--- src/rtl/jedro_1_cpu.sv ---
// jedro_1_cpu: multi-cycle, non-pipelined RV32I core on synchronous imem/dmem ports.
// Latency: 4 cycles per ALU/branch/jump, 5 per store, 6 per load; memories always answer next cycle.

module jedro_1_cpu_regfile (
    input  logic        clk_i,
    input  logic        rst_i,
    input  logic [4:0]  raddr1_i,
    input  logic [4:0]  raddr2_i,
    output logic [31:0] rdata1_o,
    output logic [31:0] rdata2_o,
    input  logic        we_i,
    input  logic [4:0]  waddr_i,
    input  logic [31:0] wdata_i
);
    logic [31:0] regfile [0:31];

    always_ff @(posedge clk_i or posedge rst_i) begin
        if (rst_i) begin
            for (int i = 0; i < 32; i++) regfile[i] <= '0;
        end else if (we_i && (waddr_i != 5'd0)) begin
            regfile[waddr_i] <= wdata_i;
        end
    end

    assign rdata1_o = (raddr1_i == 5'd0) ? 32'd0 : regfile[raddr1_i];
    assign rdata2_o = (raddr2_i == 5'd0) ? 32'd0 : regfile[raddr2_i];
endmodule

module jedro_1_cpu #(
    parameter int          DATA_WIDTH = 32,
    parameter int          ADDR_WIDTH = 32,
    parameter logic [31:0] BOOT_ADDR  = 32'h0000_0000
) (
    input  logic                  clk_i,
    input  logic                  rst_i,
    output logic [ADDR_WIDTH-1:0] imem_addr_o,
    output logic                  imem_en_o,
    input  logic [DATA_WIDTH-1:0] imem_rdata_i,
    output logic [ADDR_WIDTH-1:0] dmem_addr_o,
    output logic                  dmem_en_o,
    output logic [3:0]            dmem_we_o,
    output logic [DATA_WIDTH-1:0] dmem_wdata_o,
    input  logic [DATA_WIDTH-1:0] dmem_rdata_i
);
    localparam logic [6:0] OP_LUI    = 7'b0110111;
    localparam logic [6:0] OP_AUIPC  = 7'b0010111;
    localparam logic [6:0] OP_JAL    = 7'b1101111;
    localparam logic [6:0] OP_JALR   = 7'b1100111;
    localparam logic [6:0] OP_BRANCH = 7'b1100011;
    localparam logic [6:0] OP_LOAD   = 7'b0000011;
    localparam logic [6:0] OP_STORE  = 7'b0100011;
    localparam logic [6:0] OP_IMM    = 7'b0010011;
    localparam logic [6:0] OP_REG    = 7'b0110011;

    typedef enum logic [2:0] {S_FETCH, S_DECODE, S_EXEC, S_MEM, S_MWAIT, S_WB} state_e;

    state_e      state_q;
    logic [31:0] pc_q, npc_q, ir_q, rs1_q, rs2_q, res_q;
    logic        rd_wen_q;
    logic [1:0]  addr_lo_q;
    logic        imem_en_q, dmem_en_q;
    logic [31:0] imem_addr_q, dmem_addr_q, dmem_wdata_q;
    logic [3:0]  dmem_we_q;

    logic [31:0] rf_rdata1, rf_rdata2;

    jedro_1_cpu_regfile regfile_inst (
        .clk_i    (clk_i),
        .rst_i    (rst_i),
        .raddr1_i (imem_rdata_i[19:15]),
        .raddr2_i (imem_rdata_i[24:20]),
        .rdata1_o (rf_rdata1),
        .rdata2_o (rf_rdata2),
        .we_i     ((state_q == S_WB) && rd_wen_q),
        .waddr_i  (ir_q[11:7]),
        .wdata_i  (res_q)
    );

    logic [6:0]  opcode, f7;
    logic [2:0]  f3;
    logic [31:0] imm_i, imm_s, imm_b, imm_u, imm_j, pc_plus4;

    assign opcode   = ir_q[6:0];
    assign f3       = ir_q[14:12];
    assign f7       = ir_q[31:25];
    assign imm_i    = {{20{ir_q[31]}}, ir_q[31:20]};
    assign imm_s    = {{20{ir_q[31]}}, ir_q[31:25], ir_q[11:7]};
    assign imm_b    = {{19{ir_q[31]}}, ir_q[31], ir_q[7], ir_q[30:25], ir_q[11:8], 1'b0};
    assign imm_u    = {ir_q[31:12], 12'd0};
    assign imm_j    = {{11{ir_q[31]}}, ir_q[31], ir_q[19:12], ir_q[20], ir_q[30:21], 1'b0};
    assign pc_plus4 = pc_q + 32'd4;

    function automatic logic [31:0] alu(input logic [2:0] op, input logic alt,
                                        input logic [31:0] a, input logic [31:0] b);
        case (op)
            3'b000:  alu = alt ? (a - b) : (a + b);
            3'b001:  alu = a << b[4:0];
            3'b010:  alu = {31'd0, $signed(a) < $signed(b)};
            3'b011:  alu = {31'd0, a < b};
            3'b100:  alu = a ^ b;
            3'b101:  alu = alt ? 32'($signed(a) >>> b[4:0]) : (a >> b[4:0]);
            3'b110:  alu = a | b;
            default: alu = a & b;
        endcase
    endfunction

    logic        ex_legal, ex_wen, ex_load, ex_store, br_taken;
    logic [31:0] ex_res, ex_npc, ex_addr, ex_wdata, alu_b, alu_res;
    logic [3:0]  ex_we;
    logic        alu_alt;

    // SUB/SRA select only for register ops and immediate right shifts; ADDI never subtracts.
    assign alu_b   = (opcode == OP_REG) ? rs2_q : imm_i;
    assign alu_alt = (opcode == OP_REG) ? f7[5] : ((f3 == 3'b101) && f7[5]);
    assign alu_res = alu(f3, alu_alt, rs1_q, alu_b);

    always_comb begin
        case (f3)
            3'b000:  br_taken = (rs1_q == rs2_q);
            3'b001:  br_taken = (rs1_q != rs2_q);
            3'b100:  br_taken = ($signed(rs1_q) < $signed(rs2_q));
            3'b101:  br_taken = ($signed(rs1_q) >= $signed(rs2_q));
            3'b110:  br_taken = (rs1_q < rs2_q);
            3'b111:  br_taken = (rs1_q >= rs2_q);
            default: br_taken = 1'b0;
        endcase
    end

    always_comb begin
        ex_legal = 1'b0;
        ex_wen   = 1'b0;
        ex_load  = 1'b0;
        ex_store = 1'b0;
        ex_res   = 32'd0;
        ex_npc   = pc_plus4;
        ex_addr  = rs1_q + imm_i;
        ex_we    = 4'd0;
        ex_wdata = 32'd0;
        case (opcode)
            OP_LUI:   begin ex_legal = 1'b1; ex_wen = 1'b1; ex_res = imm_u; end
            OP_AUIPC: begin ex_legal = 1'b1; ex_wen = 1'b1; ex_res = pc_q + imm_u; end
            OP_JAL: begin
                ex_legal = 1'b1; ex_wen = 1'b1; ex_res = pc_plus4; ex_npc = pc_q + imm_j;
            end
            OP_JALR: begin
                ex_legal = (f3 == 3'b000); ex_wen = 1'b1; ex_res = pc_plus4;
                ex_npc   = rs1_q + imm_i;
            end
            OP_BRANCH: begin
                ex_legal = (f3[2:1] != 2'b01);
                if (br_taken) ex_npc = pc_q + imm_b;
            end
            OP_LOAD: begin
                ex_legal = (f3 != 3'b011) && (f3 != 3'b110) && (f3 != 3'b111);
                ex_wen   = 1'b1;
                ex_load  = 1'b1;
            end
            OP_STORE: begin
                ex_legal = (f3[2] == 1'b0) && (f3[1:0] != 2'b11);
                ex_store = 1'b1;
                ex_addr  = rs1_q + imm_s;
                case (f3[1:0])
                    2'b00:   begin ex_we = 4'b0001 << ex_addr[1:0]; ex_wdata = {4{rs2_q[7:0]}}; end
                    2'b01:   begin ex_we = 4'b0011 << {ex_addr[1], 1'b0}; ex_wdata = {2{rs2_q[15:0]}}; end
                    default: begin ex_we = 4'hF; ex_wdata = rs2_q; end
                endcase
            end
            OP_IMM: begin
                if (f3 == 3'b001)      ex_legal = (f7 == 7'h00);
                else if (f3 == 3'b101) ex_legal = (f7 == 7'h00) || (f7 == 7'h20);
                else                   ex_legal = 1'b1;
                ex_wen = 1'b1;
                ex_res = alu_res;
            end
            OP_REG: begin
                ex_legal = (f7 == 7'h00) || ((f7 == 7'h20) && ((f3 == 3'b000) || (f3 == 3'b101)));
                ex_wen   = 1'b1;
                ex_res   = alu_res;
            end
            default: ex_legal = 1'b0;
        endcase
        // Anything unrecognised (FENCE, SYSTEM, bad encodings) retires as a plain PC+4.
        if (!ex_legal) begin
            ex_wen   = 1'b0;
            ex_load  = 1'b0;
            ex_store = 1'b0;
            ex_npc   = pc_plus4;
        end
    end

    logic [31:0] ld_shift, ld_val;

    assign ld_shift = dmem_rdata_i >> {addr_lo_q, 3'b000};

    always_comb begin
        case (f3)
            3'b000:  ld_val = {{24{ld_shift[7]}}, ld_shift[7:0]};
            3'b001:  ld_val = {{16{ld_shift[15]}}, ld_shift[15:0]};
            3'b100:  ld_val = {24'd0, ld_shift[7:0]};
            3'b101:  ld_val = {16'd0, ld_shift[15:0]};
            default: ld_val = dmem_rdata_i;
        endcase
    end

    always_ff @(posedge clk_i or posedge rst_i) begin
        if (rst_i) begin
            state_q      <= S_FETCH;
            pc_q         <= BOOT_ADDR;
            npc_q        <= BOOT_ADDR;
            ir_q         <= '0;
            rs1_q        <= '0;
            rs2_q        <= '0;
            res_q        <= '0;
            rd_wen_q     <= 1'b0;
            addr_lo_q    <= 2'd0;
            imem_en_q    <= 1'b0;
            imem_addr_q  <= '0;
            dmem_en_q    <= 1'b0;
            dmem_we_q    <= 4'd0;
            dmem_addr_q  <= '0;
            dmem_wdata_q <= '0;
        end else begin
            case (state_q)
                // Out of reset the enable is low, so the first FETCH spends a cycle raising it.
                S_FETCH: begin
                    if (imem_en_q) begin
                        imem_en_q <= 1'b0;
                        state_q   <= S_DECODE;
                    end else begin
                        imem_en_q   <= 1'b1;
                        imem_addr_q <= pc_q;
                    end
                end
                S_DECODE: begin
                    ir_q    <= imem_rdata_i;
                    rs1_q   <= rf_rdata1;
                    rs2_q   <= rf_rdata2;
                    state_q <= S_EXEC;
                end
                S_EXEC: begin
                    res_q     <= ex_res;
                    rd_wen_q  <= ex_wen;
                    npc_q     <= {ex_npc[31:2], 2'b00};
                    addr_lo_q <= ex_addr[1:0];
                    if (ex_load || ex_store) begin
                        dmem_en_q   <= 1'b1;
                        dmem_we_q   <= ex_store ? ex_we : 4'd0;
                        dmem_addr_q <= {ex_addr[31:2], 2'b00};
                        if (ex_store) dmem_wdata_q <= ex_wdata;
                        state_q     <= S_MEM;
                    end else begin
                        state_q <= S_WB;
                    end
                end
                S_MEM: begin
                    dmem_en_q <= 1'b0;
                    dmem_we_q <= 4'd0;
                    state_q   <= ex_load ? S_MWAIT : S_WB;
                end
                S_MWAIT: begin
                    res_q   <= ld_val;
                    state_q <= S_WB;
                end
                S_WB: begin
                    pc_q        <= npc_q;
                    rd_wen_q    <= 1'b0;
                    imem_en_q   <= 1'b1;
                    imem_addr_q <= npc_q;
                    state_q     <= S_FETCH;
                end
                default: state_q <= S_FETCH;
            endcase
        end
    end

    assign imem_addr_o  = imem_addr_q;
    assign imem_en_o    = imem_en_q;
    assign dmem_addr_o  = dmem_addr_q;
    assign dmem_en_o    = dmem_en_q;
    assign dmem_we_o    = dmem_we_q;
    assign dmem_wdata_o = dmem_wdata_q;
endmodule

--- config.mk ---
export PLATFORM = sky130hd
export DESIGN_NAME = jedro_1_cpu
export DESIGN_NICKNAME = d
export VERILOG_FILES = /design/src/rtl/jedro_1_cpu.sv
export SDC_FILE = /design/constraint.sdc
export NUM_CORES = 2
export LEC_CHECK = 0
export CAP_MARGIN = 20
export CORE_MARGIN = 2
export CORE_UTILIZATION = 35
export CTS_CLUSTER_DIAMETER = 200
export DETAILED_ROUTE_END_ITERATION = 8
export GPL_TIMING_DRIVEN = 0
export SLEW_MARGIN = 20
export SYNTH_ARGS = -nofsm -noshare
export SYNTH_HDL_FRONTEND = slang
export SYNTH_SLANG_ARGS = --single-unit
--- constraint.sdc ---
create_clock -name clk_i -period 68.7 [get_ports clk_i]
set_input_delay 20.61 -clock clk_i [delete_from_list [all_inputs] [get_ports clk_i]]
set_output_delay 20.61 -clock clk_i [all_outputs]
set_load 0.02 [all_outputs]
==> reports/metrics.cfg <==
[floorplanning]
num_io_pins = 168
start_util = 0.352
die-width_um = 496
core_um2 = 241000
die_height_um = 496
die-area_um2 = 246000
num_rows = 180

[clock_network]
post_cts_buffers = 0
numCtsBuffers = 151
worstSkewPairLatency_ns = 0.90
postCtsHoldBufs = 0
clk_pin_slew_ns = 0.06
clk_path_buf_depth = 3
cts_resized = 0
clock_sinks = 1316
cts_tree = built
cts_max_level = 4
cts_root_buf = clkbuf_16

[logic_synthesis]
syn_area_um2 = 84700
synth_edf_count = 0
ys_top_cells_by_count = dfrtp_1 (1316), mux2_2 (1164), a21oi_1 (659)
yosysSeqAreaShare = 0.389
synth_ff_type = dfrtp_1
synth_area_leaders = dfrtp_1 (39%), mux2_2 (15%), mux4_2 (7.1%)
yosysMostFrequentCell = dfrtp_1
synthArstFlopShare = 1.00
yosysUniqueCellTypes = 94
ys_warn_count = 0
post_synth.cell_area_avg_um2 = 10.4
syn-instance-count = 8144
synth.top_cell.area_share = 0.389
synth.ff_latch_count = 1316
yosysTopAreaCell = dfrtp_1

[placement]
gp_congestion = 1.07
port_buffers = 158
hpwlAfterDp_mm = 334
place_area_um2 = 90900

[global_route]
grt_pass1_wl_mm = 599
grtUsageTotal = 0.349
overflow = 0
antenna_found_initial = 27
grt_max_degree = 106
grt_pass1_vias = 75100

[route]
drc = 6
drtIter0Drc = 10000
wl_mm = 440
drtPass1Iterations = 8
via_count = 77100
ant_nets = 0
route.detailed.wl_per_inst_um = 37.3
via_per_inst = 6.53

[worst_setup_path]
r2r_slack_ns = 59.78
worst_r2r_endpoint = res_q[31]
arrival_ns = 25.70
reg2regPathDepth = 19
end_kind = flip-flop
startpoint_type = primary input
required_ns = 69.37
crit_start = imem_rdata_i[22]
crit_type = primary input to flip-flop
r2r_start = ir_q[1]
cp_max_fo = 10

[pwr]
power_frac_comb = 0.510
internal-power_mw = 1.87
power_frac_seq = 0.270
p_sw_frac = 0.516
cellLeakagePower_nw = 42.8
p_clk_frac = 0.220
pwr_density_cell_nw_per_um2 = 40.2
power.switching_mw = 2.00
ir_drop_mv = 0.0229

[timing]
min_period_ns = 25.02
slew_headroom = 0.125
hold_viol = 0
final_max_slew_viol_count = 0
max_clock_freq_mhz = 40.0
tightestPinTransition_ns = 1.30
fin_skew_ns = 0.0997
rsz0062_at_grt = false
final.period_utilization = 0.364
finalSetupViolCount = 0

[outcome]
outcome = finished, violations left
violations = design-rule violations

[cells_and_area]
utilization = 0.400
layout.nets = 8774
stdcell_area_um2 = 96200
drive_gt1_frac = 0.216
syn_to_final_growth_pct = 13.6

[min_path]
hold_path.class = flip-flop to flip-flop
hold_depth = 2
hold_end = npc_q[24]
hold_path_startpoint = npc_q[24]

[run]
maxCapViolCount = 0

## registers in the layout (all words and copies together) (netlist names)
name                  cells
dmem_en_o                 1
dmem_we_o                 4
rd_wen_q                  1
addr_lo_q                 2
dmem_wdata_o             32
state_q                   3
npc_q                    30
rs1_q                    32
imem_addr_o              30
regfile_inst.regfile   1024
dmem_addr_o              30
ir_q                     32
pc_q                     30
imem_en_o                 1
rs2_q                    32
res_q                    32
## how the worst max path moves through the flow
stage                                      endpoint  slack, ns  cells past startpoint
final                                     rs2_q[28]      43.68                     10
after floorplan                        addr_lo_q[0]      10.99                      1
after global placement    regfile_inst.regfile[280]      -4.75                      2
after CTS                                 rs2_q[28]      43.98                     10
after detailed placement                  rs2_q[28]      43.10                     10
after global routing                      rs1_q[27]      43.74                     10
## power by group through the flow
stage          clock (mW)  combinational (mW)  sequential, mW
5_1_grt             0.884                2.04            1.03
2_1_floorplan           0                1.09           0.931
4_1_cts             0.851                1.88            1.03
3_3_place_gp            0                1.86            1.04
6_report            0.849                1.97            1.04
3_5_place_dp            0                1.87            1.04
## layout by cell type (no fill, tap or decap), types with 150 or more instances in the layout
master	Yosys	layout
clkbuf_16	0	151
ha_1	213	213
o221ai_1	151	151
dfrtp_1	1316	1314
mux2_2	1164	1164
clkdlybuf4s50_1	0	158
buf_1	186	150
nand2_1	585	585
inv_1	158	157
clkbuf_1	535	529
mux4_2	266	266
o21ai_0	488	487
a21oi_1	659	658
nor2_1	351	349
o22ai_1	218	218
mux2i_1	464	464
## critical path, stage by stage
cell and delay [ns]:
clkdlybuf4s50_1 0.85, or2_2 0.21, clkbuf_1 0.61, clkbuf_1 0.93
clkbuf_1 0.72, o221ai_1 0.28, a21oi_1 0.21, nor2_1 0.14
a21oi_1 0.95, o22ai_1 0.15
## stage by stage
stage | total power, mW | cells | hold WS (ns) | worst slack (ns) | TNS [ns]
after detailed placement | 2.91 | 11500 | 0.468 | 43.10 | 0
after floorplan | 2.02 | 8147 | 0.448 | 10.99 | 0
after CTS | 3.76 | 11800 | 0.481 | 43.98 | 0
after global routing | 3.95 | 11800 | 0.495 | 43.74 | 0
final | 3.86 | 11800 | 0.478 | 43.68 | 0
after global placement | 2.90 | 11500 | 0.459 | -4.75 | -5480.09
## cells by family after synthesis
kind of cell	after synthesis	share of synthesized area
simple gates	1490	0.0796
fa+ha+maj	219	0.0329
buf+inv	901	0.0405
mux	1894	0.280
flops	1316	0.389
xor+xnor	181	0.0187
compound gates	2142	0.159
other cells	1	0.0000443
## metal layers
metal,GRT usage,vias up,part of all wire,wire length [um]
met5,0,-,0.00045,197
met1,0.421,39300,0.37,163000
met3,0.117,1445,0.11,50400
li1,-,31200,-,-
met4,0.265,16,0.090,39500
met2,0.514,5138,0.42,187000
## area by class of cell
cell class,instances,area (um2)
Antenna cell,19,47.5
Buffer,741,2940
Clock buffer,217,4270
Clock inverter,57,835
Fill cell,23600,144000
Inverter,160,608
Multi-Input combinational cell,5930,48400
Sequential cell,1316,32900
Tap cell,3185,3990
Timing Repair Buffer,189,2150
(Power assumes the default switching activity.)
